**src/rtl/cpu_pkg.sv**
```systemverilog
// Shared CPU definitions: decoder encodings,
// opcode constants and fetch FSM states.
package cpu_pkg;

  localparam logic [1:0] JUMP_TARGET = 2'b00;
  localparam logic [1:0] JUMP_SEQ    = 2'b01;
  localparam logic [1:0] JUMP_REG    = 2'b10;

  localparam logic [5:0] OP_RTYPE = 6'h00;
  localparam logic [5:0] OP_BEQ   = 6'h04;
  localparam logic [5:0] OP_BNE   = 6'h05;
  localparam logic [5:0] OP_J     = 6'h02;
  localparam logic [5:0] OP_JAL   = 6'h03;
  localparam logic [5:0] FUNCT_JR = 6'h08;

  typedef enum logic [1:0] {
    S_RESET,
    S_FETCH,
    S_HOLD,
    S_ERROR
  } fetch_state_t;

  // Word offset of a branch immediate, as a byte offset.
  function automatic logic [31:0] brOffset(
    input logic [15:0] imm
  );
    return {{14{imm[15]}}, imm, 2'b00};
  endfunction

endpackage

```
**src/rtl/next_pc_calc.sv**
```systemverilog
// Next-PC selection from decoder jump/branch
// controls and the ALU zero flag.
module next_pc_calc
  import cpu_pkg::*;
(
  input  logic [31:0] pc,
  input  logic [31:0] instr,
  input  logic [1:0]  jump,
  input  logic        branch,
  input  logic        branch_type,
  input  logic        zero,
  input  logic [31:0] jr_target,
  output logic [31:0] next_pc
);

  logic [31:0] pc4;
  logic        taken;
  logic        unusedOpcode;

  assign pc4          = pc + 32'd4;
  assign taken        = branch & (branch_type ? zero : ~zero);
  assign unusedOpcode = ^instr[31:26];

  // Pick the target; jump code 11 falls through as sequential.
  always_comb begin
    next_pc = pc4;
    unique case (1'b1)
      (jump == JUMP_TARGET):
        next_pc = {pc4[31:28], instr[25:0], 2'b00};
      (jump == JUMP_REG):
        next_pc = jr_target;
      default:
        next_pc = taken ? pc4 + brOffset(instr[15:0]) : pc4;
    endcase
  end

endmodule

```
**src/rtl/instr_fetch_unit.sv**
```systemverilog
// Fetch stage: PC, imem req/ack handshake,
// instruction latch and commit-time PC update.
module instr_fetch_unit
  import cpu_pkg::*;
#(
  parameter logic [31:0] RESET_PC       = 32'h0000_0000,
  parameter int unsigned TIMEOUT_CYCLES = 16
) (
  input  logic        clk_i,
  input  logic        rst_i,
  output logic        imem_req_o,
  output logic [31:0] imem_addr_o,
  input  logic        imem_ack_i,
  input  logic [31:0] imem_data_i,
  output logic [31:0] instr_o,
  output logic        instr_valid_o,
  input  logic        commit_i,
  input  logic [1:0]  jump_i,
  input  logic        branch_i,
  input  logic        branch_type_i,
  input  logic        zero_i,
  input  logic [31:0] jr_target_i,
  output logic [31:0] pc_o,
  output logic [31:0] pc_plus4_o,
  output logic        error_o
);

  localparam int CW = $clog2(TIMEOUT_CYCLES + 2);

  fetch_state_t state;
  fetch_state_t stateNext;
  logic [31:0]  pcReg;
  logic [31:0]  instrReg;
  logic [31:0]  nextPc;
  logic [CW-1:0] waitCnt;
  logic         timeoutHit;

  next_pc_calc uNextPc (
    .pc          (pcReg),
    .instr       (instrReg),
    .jump        (jump_i),
    .branch      (branch_i),
    .branch_type (branch_type_i),
    .zero        (zero_i),
    .jr_target   (jr_target_i),
    .next_pc     (nextPc)
  );

  assign timeoutHit = (TIMEOUT_CYCLES != 0) &&
                      (waitCnt == CW'(TIMEOUT_CYCLES - 1));

  // State register.
  always_ff @(posedge clk_i or negedge rst_i) begin
    if (!rst_i) state <= S_RESET;
    else        state <= stateNext;
  end

  // Next-state logic.
  always_comb begin
    stateNext = state;
    case (state)
      S_RESET: stateNext = S_FETCH;
      S_FETCH: begin
        if (imem_ack_i)      stateNext = S_HOLD;
        else if (timeoutHit) stateNext = S_ERROR;
      end
      S_HOLD: begin
        if (commit_i)
          stateNext = (nextPc[1:0] != 2'b00) ? S_ERROR : S_FETCH;
      end
      S_ERROR: stateNext = S_ERROR;
      default: stateNext = S_ERROR;
    endcase
  end

  // Moore outputs decoded from the state register.
  always_comb begin
    imem_req_o    = 1'b0;
    instr_valid_o = 1'b0;
    error_o       = 1'b0;
    case (state)
      S_FETCH: imem_req_o    = 1'b1;
      S_HOLD:  instr_valid_o = 1'b1;
      S_ERROR: error_o       = 1'b1;
      default: ;
    endcase
  end

  // PC, instruction latch and fetch wait counter.
  always_ff @(posedge clk_i or negedge rst_i) begin
    if (!rst_i) begin
      pcReg    <= RESET_PC;
      instrReg <= '0;
      waitCnt  <= '0;
    end else begin
      if (state == S_FETCH) begin
        if (imem_ack_i) instrReg <= imem_data_i;
        else            waitCnt  <= waitCnt + 1'b1;
      end else begin
        waitCnt <= '0;
      end
      if (state == S_HOLD && commit_i) pcReg <= nextPc;
    end
  end

  assign pc_o        = pcReg;
  assign imem_addr_o = pcReg;
  assign instr_o     = instrReg;
  assign pc_plus4_o  = pcReg + 32'd4;

endmodule

```
**config.mk**
```make
export PLATFORM = sky130hd
export DESIGN_NAME = instr_fetch_unit
export DESIGN_NICKNAME = d
export VERILOG_FILES = /design/src/rtl/cpu_pkg.sv /design/src/rtl/next_pc_calc.sv /design/src/rtl/instr_fetch_unit.sv
export SDC_FILE = /design/constraint.sdc
export NUM_CORES = 1
export LEC_CHECK = 0
export BUFFER_PORTS_ARGS = -buffer_cell sky130_fd_sc_hd__buf_2
export CAP_MARGIN = 0
export CORE_UTILIZATION = 46
export CTS_CLUSTER_DIAMETER = 40
export DETAILED_ROUTE_END_ITERATION = 6
export GPL_ROUTABILITY_DRIVEN = 0
export GPL_TIMING_DRIVEN = 0
export HOLD_SLACK_MARGIN = 0.05
export PLACE_DENSITY_LB_ADDON = 0.3
export SLEW_MARGIN = 20
export SYNTH_ARGS = -nofsm -noshare
export SYNTH_HDL_FRONTEND = slang
export SYNTH_SLANG_ARGS = --single-unit
```
**constraint.sdc**
```tcl
create_clock -name clk_i -period 8.3 [get_ports clk_i]
set_input_delay 0.83 -clock clk_i [delete_from_list [all_inputs] [get_ports clk_i]]
set_output_delay 0.83 -clock clk_i [all_outputs]
set_load 0.05 [all_outputs]
```
# Yosys cells after proc, flatten, opt, wreduce, memory -nomap -nowiden
# Index checks and enable logic that the tools add are counted.
dict set report classes {
  addsub 3
  eq_ne 8
  muxes 13
  bitwise_logic 2
  reduce_logical 6
}
# operator count
set op_table {}
lappend op_table {{32-bit one-hot mux with 2 select lines} 1}
lappend op_table {{32-bit by 3-bit adder with 32-bit output, second input constant} 1}
lappend op_table {{32-bit adder} 1}
lappend op_table {{32-bit two-way mux} 1}
lappend op_table {{5-bit two-way mux} 2}
lappend op_table {{2-bit two-way mux} 4}
lappend op_table {{2-bit one-hot mux with 4 select lines} 1}
lappend op_table {{2-bit == test, second input constant} 3}
lappend op_table {{5-bit by 1-bit adder with 5-bit output, second input constant} 1}
lappend op_table {{5-bit by 4-bit == test with 1-bit output, second input constant} 1}
lappend op_table {{2-bit logical NOT} 2}
lappend op_table {{1-bit two-way mux} 4}
lappend op_table {{2-bit inequality test, second input constant} 2}
lappend op_table {{2-bit AND reduction} 2}
lappend op_table {{3-bit inequality test, second input constant} 1}
lappend op_table {{2-bit by 1-bit == test with 1-bit output, second input constant} 1}
lappend op_table {{2-bit nonzero test} 1}
lappend op_table {{1-bit bitwise AND} 1}
lappend op_table {{1-bit logical AND} 1}
lappend op_table {{1-bit inverter} 1}
dict set report word_totals {
  reg_bits 71
  in_bits 73
  output_inout_bits 131
  elab_cells 36
}

# Longest topological paths before layout
dict set report depth {
  depth_word 9
  ltp_mapped 18
  mapped_depth_nobuf 17
}

# By module
# A second synthesis with hierarchy kept.
dict set report unflattened {
  cells_unflattened 745
  hier_area_um2 6740.2
}
# mod n_inst cells_each area_per_inst_um2 seq_area_each_um2
set modules_own_cells {}
lappend modules_own_cells {instr_fetch_unit 1 289 3604.7 1776.7}
lappend modules_own_cells {next_pc_calc 1 456 3135.5 0.0}

# Least setup slack after synthesis
# Ideal clock, no wire load.
dict set report synth_path {
  path_type {register to register}
  from {register pcReg[2], in the netlist imem_addr_o[2]}
  to {register pcReg[31], in the netlist imem_addr_o[31]}
  setup_ps 127
  arrival_time_ps 5297
  required_ps 8173
  slack_ps 2876
  path_stages_with_launch 19
  n_path_buf 1
  synth_period_minus_slack_ps 5424
  cell_sequence {dfrtp_1 ha_1 nand4_1 nor4_1 and2_1 nor2b_1 nand4_1 xnor2_1 ha_1 clkbuf_1 a21o_1 o21bai_1 a221o_1 a211o_1 a31oi_2 mux2i_1 xnor2_2 mux2i_1 o21ai_1}
}
dict set report synth_between {
  elab_chain_cells 4
}
# element line
set synth_lines {}
lappend synth_lines {{start: declaration} instr_fetch_unit.sv:32} ;# logic [31:0] pcReg;
lappend synth_lines {{start signal: assignment} instr_fetch_unit.sv:102} ;# if (state == S_HOLD && commit_i) pcReg <= nextPc;
lappend synth_lines {{32-bit by 3-bit adder with 32-bit output} n/a}
lappend synth_lines {{via pc_plus4_o[26]} instr_fetch_unit.sv:24} ;# output logic [31:0] pc_plus4_o,
lappend synth_lines {{32-bit adder} next_pc_calc.sv:33} ;# next_pc = taken ? pc4 + brOffset(instr[15:0]) : pc4;
lappend synth_lines {{32-bit two-way mux} next_pc_calc.sv:33}
lappend synth_lines {{32-bit one-hot mux with 2 select lines} next_pc_calc.sv:27} ;# unique case (1'b1)
# The timed path passes the listed nets, and every way through them passes these cells.
# A chain may end at the register's enable or synchronous reset.

# Worst setup path in the final report
dict set report layout_path {
  from {register pcReg[2], in the netlist imem_addr_o[2]}
  to {register pcReg[31], in the netlist imem_addr_o[31]}
}
dict set report layout_between {
  elab_chain_cells 4
}
# element line
set layout_lines {}
lappend layout_lines {{32-bit by 3-bit adder with 32-bit output (*)} next_pc_calc.sv:20} ;# assign pc4 = pc + 32'd4;
lappend layout_lines {{32-bit adder} next_pc_calc.sv:33}
lappend layout_lines {{32-bit two-way mux} next_pc_calc.sv:33}
lappend layout_lines {{32-bit one-hot mux with 2 select lines (*)} next_pc_calc.sv:27}
# Mark *: on every way between the ends. The rest lies on a longest branch, timed or not.

==> flow_summary.toml <==
[global_routing]
grt_max_degree = 38
grt_pass1_vias = 5455
grt_pass1_wl_mm = 28.7
grt_remaining_overflow = 0
track_usage_pct = 28.7
antenna_found_initial = 0

[critical_path]
crit_path_max_fanout = 7
worstSetupPathType = "reg2reg"
r2r-start = "imem_addr_o[2]$_DFFE_PN0P_"
cp-end-kind = "register"
r2r_cells = 18
r2r_setup_slack_ps = 2930
cp-start-kind = "register"
cp_slowest_stage_delay_ps = 530
crit_path_end = "imem_addr_o[31]$_DFFE_PN0P_"
arrival_ps = 5600
crit_path_start = "imem_addr_o[2]$_DFFE_PN0P_"
timing.rr.end = "imem_addr_o[31]$_DFFE_PN0P_"
slowest_stage = "dfrtp_1"
crit_path_cell_trace = "ha_1, nand4_1, nor4_1, and2_1, nor2b_1, nand4_1, xnor2_1, ha_1, clkbuf_1, a21o_1, o21bai_1, a221o_1, a211o_1, a31oi_2, mux2i_1, xnor2_2, mux2i_1, o21ai_1"
cp.required_ps = 8530

[timing]
rsz0062_at_grt = "no"
fmaxAchievable_mhz = 186
fin_crit_ps = 5370
setup_tns_ps = 0
finalMaxSlewViolations = 0
relSlewSlack_pct = 43.5
clock_skew_ps = 7.67
postLayoutSetupSlackWorst_ps = 2930
setup_violations = 0
worst_slew_pin_slew_ps = 848
finalHoldViolCount = 0
min_period_over_period_pct = 64.7

[clock_network]
cts_max_level = 3
postCtsSetupRepairBufs = 0
clockRootBuffer = "clkbuf_16"
cts_resized = 0
hold_buffers = 0
cts_tree = "built"
cts_buffers = 9
clkSinkCount = 71
cts_max_path_buffers = 2
clk-insertion-delay-late_ps = 350
path_clk_slew_ps = 60

[synthesis]
syn-num-nets = 787
synth_warnings = 0
ys_top_cells_by_area = "dfrtp_1 30%, mux2_2 7.8%, ha_1 7.0%, a21oi_1 4.5%, xnor2_1 4.5%"
ys_types = 58
synth-seq-cells = 71
synthTopCellsByCount = "71 x dfrtp_1, 57 x nand2_1, 53 x a21oi_1, 53 x nor2_1, 43 x o21ai_0"
yosys.area.top_type = "dfrtp_1"
synth_edf_count = 0
yosysMostFrequentCell = "dfrtp_1"
synthFlopType = "dfrtp_1"
syn-instance-count = 680
async_flop_share_pct = 100
synth_top_area_share_pct = 30.2
syn_avg_cell_area_sq_um = 8.65
ys_seq_area_share_pct = 30.2
syn-cell-area_sq_um = 5880

[finish]
n_antenna_cell = 0
nNetsFinal = 1000
drive_above_1_share_pct = 33.7
area_growth_syn_to_layout_pct = 26.1
final_cell_area_sq_um = 7420

[die]
die_area_sq_um = 13200
rows = 40
initial_core_util_pct = 48.0
fp.dieW_microns = 115
die_y_microns = 115
io-pin-count = 204
core_sq_um = 12300

[route]
drt_pre_antenna_iters = 5
totalWireLength_mm = 18.7
ant_nets = 0
remaining_drc_errors = 0
routedWlPerCell_microns = 17.6
vias = 5954
viasPerCell = 5.59
detail_route.iter0.violations = 327

[placed_design]
portBuffers = 201
post_dp_cell_area_sq_um = 7120
pre_cts_slack_ps = 3100
dpl.hpwl_mm = 14.5

[flow_run]
max_cap_violations = 0

[min_path]
worstHoldPathType = "in2async"

[run_status]
status = "completed"
[critical path, delay by kind of cell, from the launching register on]
family	cells	cell delay (ps)
AO/OA/AOI/OAI	6	1370
flip-flops	1	530
buffers and inverters	1	180
XOR/XNOR	2	480
AND/OR/NAND/NOR	5	1520
adder cells (fa/ha/maj)	2	560
multiplexers	2	600
[flip-flops by register name, summed over array words and instances (netlist names)]
name	cells
state	2
instr_o	32
waitCnt	5
imem_addr_o	32
[worst min-delay path by stage]
stage,slack [ps],end,startpoint
after floorplan,480,waitCnt[4]$_DFFE_PN0N_,waitCnt[4]$_DFFE_PN0N_
after global placement,480,instr_o[28]$_DFFE_PN0P_,instr_o[28]$_DFFE_PN0P_
after detailed placement,490,instr_o[28]$_DFFE_PN0P_,instr_o[28]$_DFFE_PN0P_
after CTS,450,imem_addr_o[2]$_DFFE_PN0P_,rst_i
after global routing,470,instr_o[31]$_DFFE_PN0P_,rst_i
final,450,instr_o[31]$_DFFE_PN0P_,rst_i
[through the flow]
| stage | std cells | hold WS, ps | util, % |
|---|---|---|---|
| after floorplan | 680 | 484 | - |
| after global placement | 1049 | 482 | 57.9 |
| after detailed placement | 1050 | 487 | 58.1 |
| after CTS | 1066 | 455 | 60.5 |
| after global routing | 1066 | 474 | 60.5 |
| final | 1066 | 446 | 60.5 |
[cell families (layout without fill, tap and decap cells)]
family / count (synthesis) / count (layout) / share of synthesized area [%]
xor+xnor: 54 / 54 / 8.17
fa+ha+maj: 34 / 34 / 7.36
flops: 71 / 71 / 30.2
buf+inv: 78 / 296 / 7.17
mux: 64 / 64 / 11.8
compound gates: 181 / 181 / 19.4
simple gates: 198 / 198 / 16.0
[cell usage in the layout (no fill, tap or decap), types with 10 or more instances in the layout]
cell type	instances
nand2_1	57
o21ai_0	43
a21oi_1	53
a211oi_1	10
buf_2	201
xor2_1	23
mux2i_1	23
clkbuf_1	24
nor2b_1	11
and2_1	10
xnor2_1	30
buf_4	35
o21ai_1	11
a21o_1	10
inv_1	13
nand3_1	26
nor2_1	53
mux2_2	41
ha_1	33
dfrtp_1	71
[layer usage]
metal  up-vias  part of all wire, %  track usage (%)  routed length [microns]
li1       2849                    -                -                        -
met1      2807                   43             38.5                     8010
met2       269                   47             46.1                     8750
met3        29                  8.5             6.48                     1590
met4         0                  2.0             8.83                      368
met5         -                    0                0                        0
[layout make-up]
class,instances,area [sq um]
tap,168,210
fill,1145,4840
clock inverter,6,68.8
sequential,71,1780
inverter,13,48.8
timing repair buffer,202,1030
buffer,65,373
multi-input combinational,531,3680
clock buffer,10,229
Power is not shown: default switching activity piles up to over one toggle a cycle in this logic, so the estimate is an artifact.
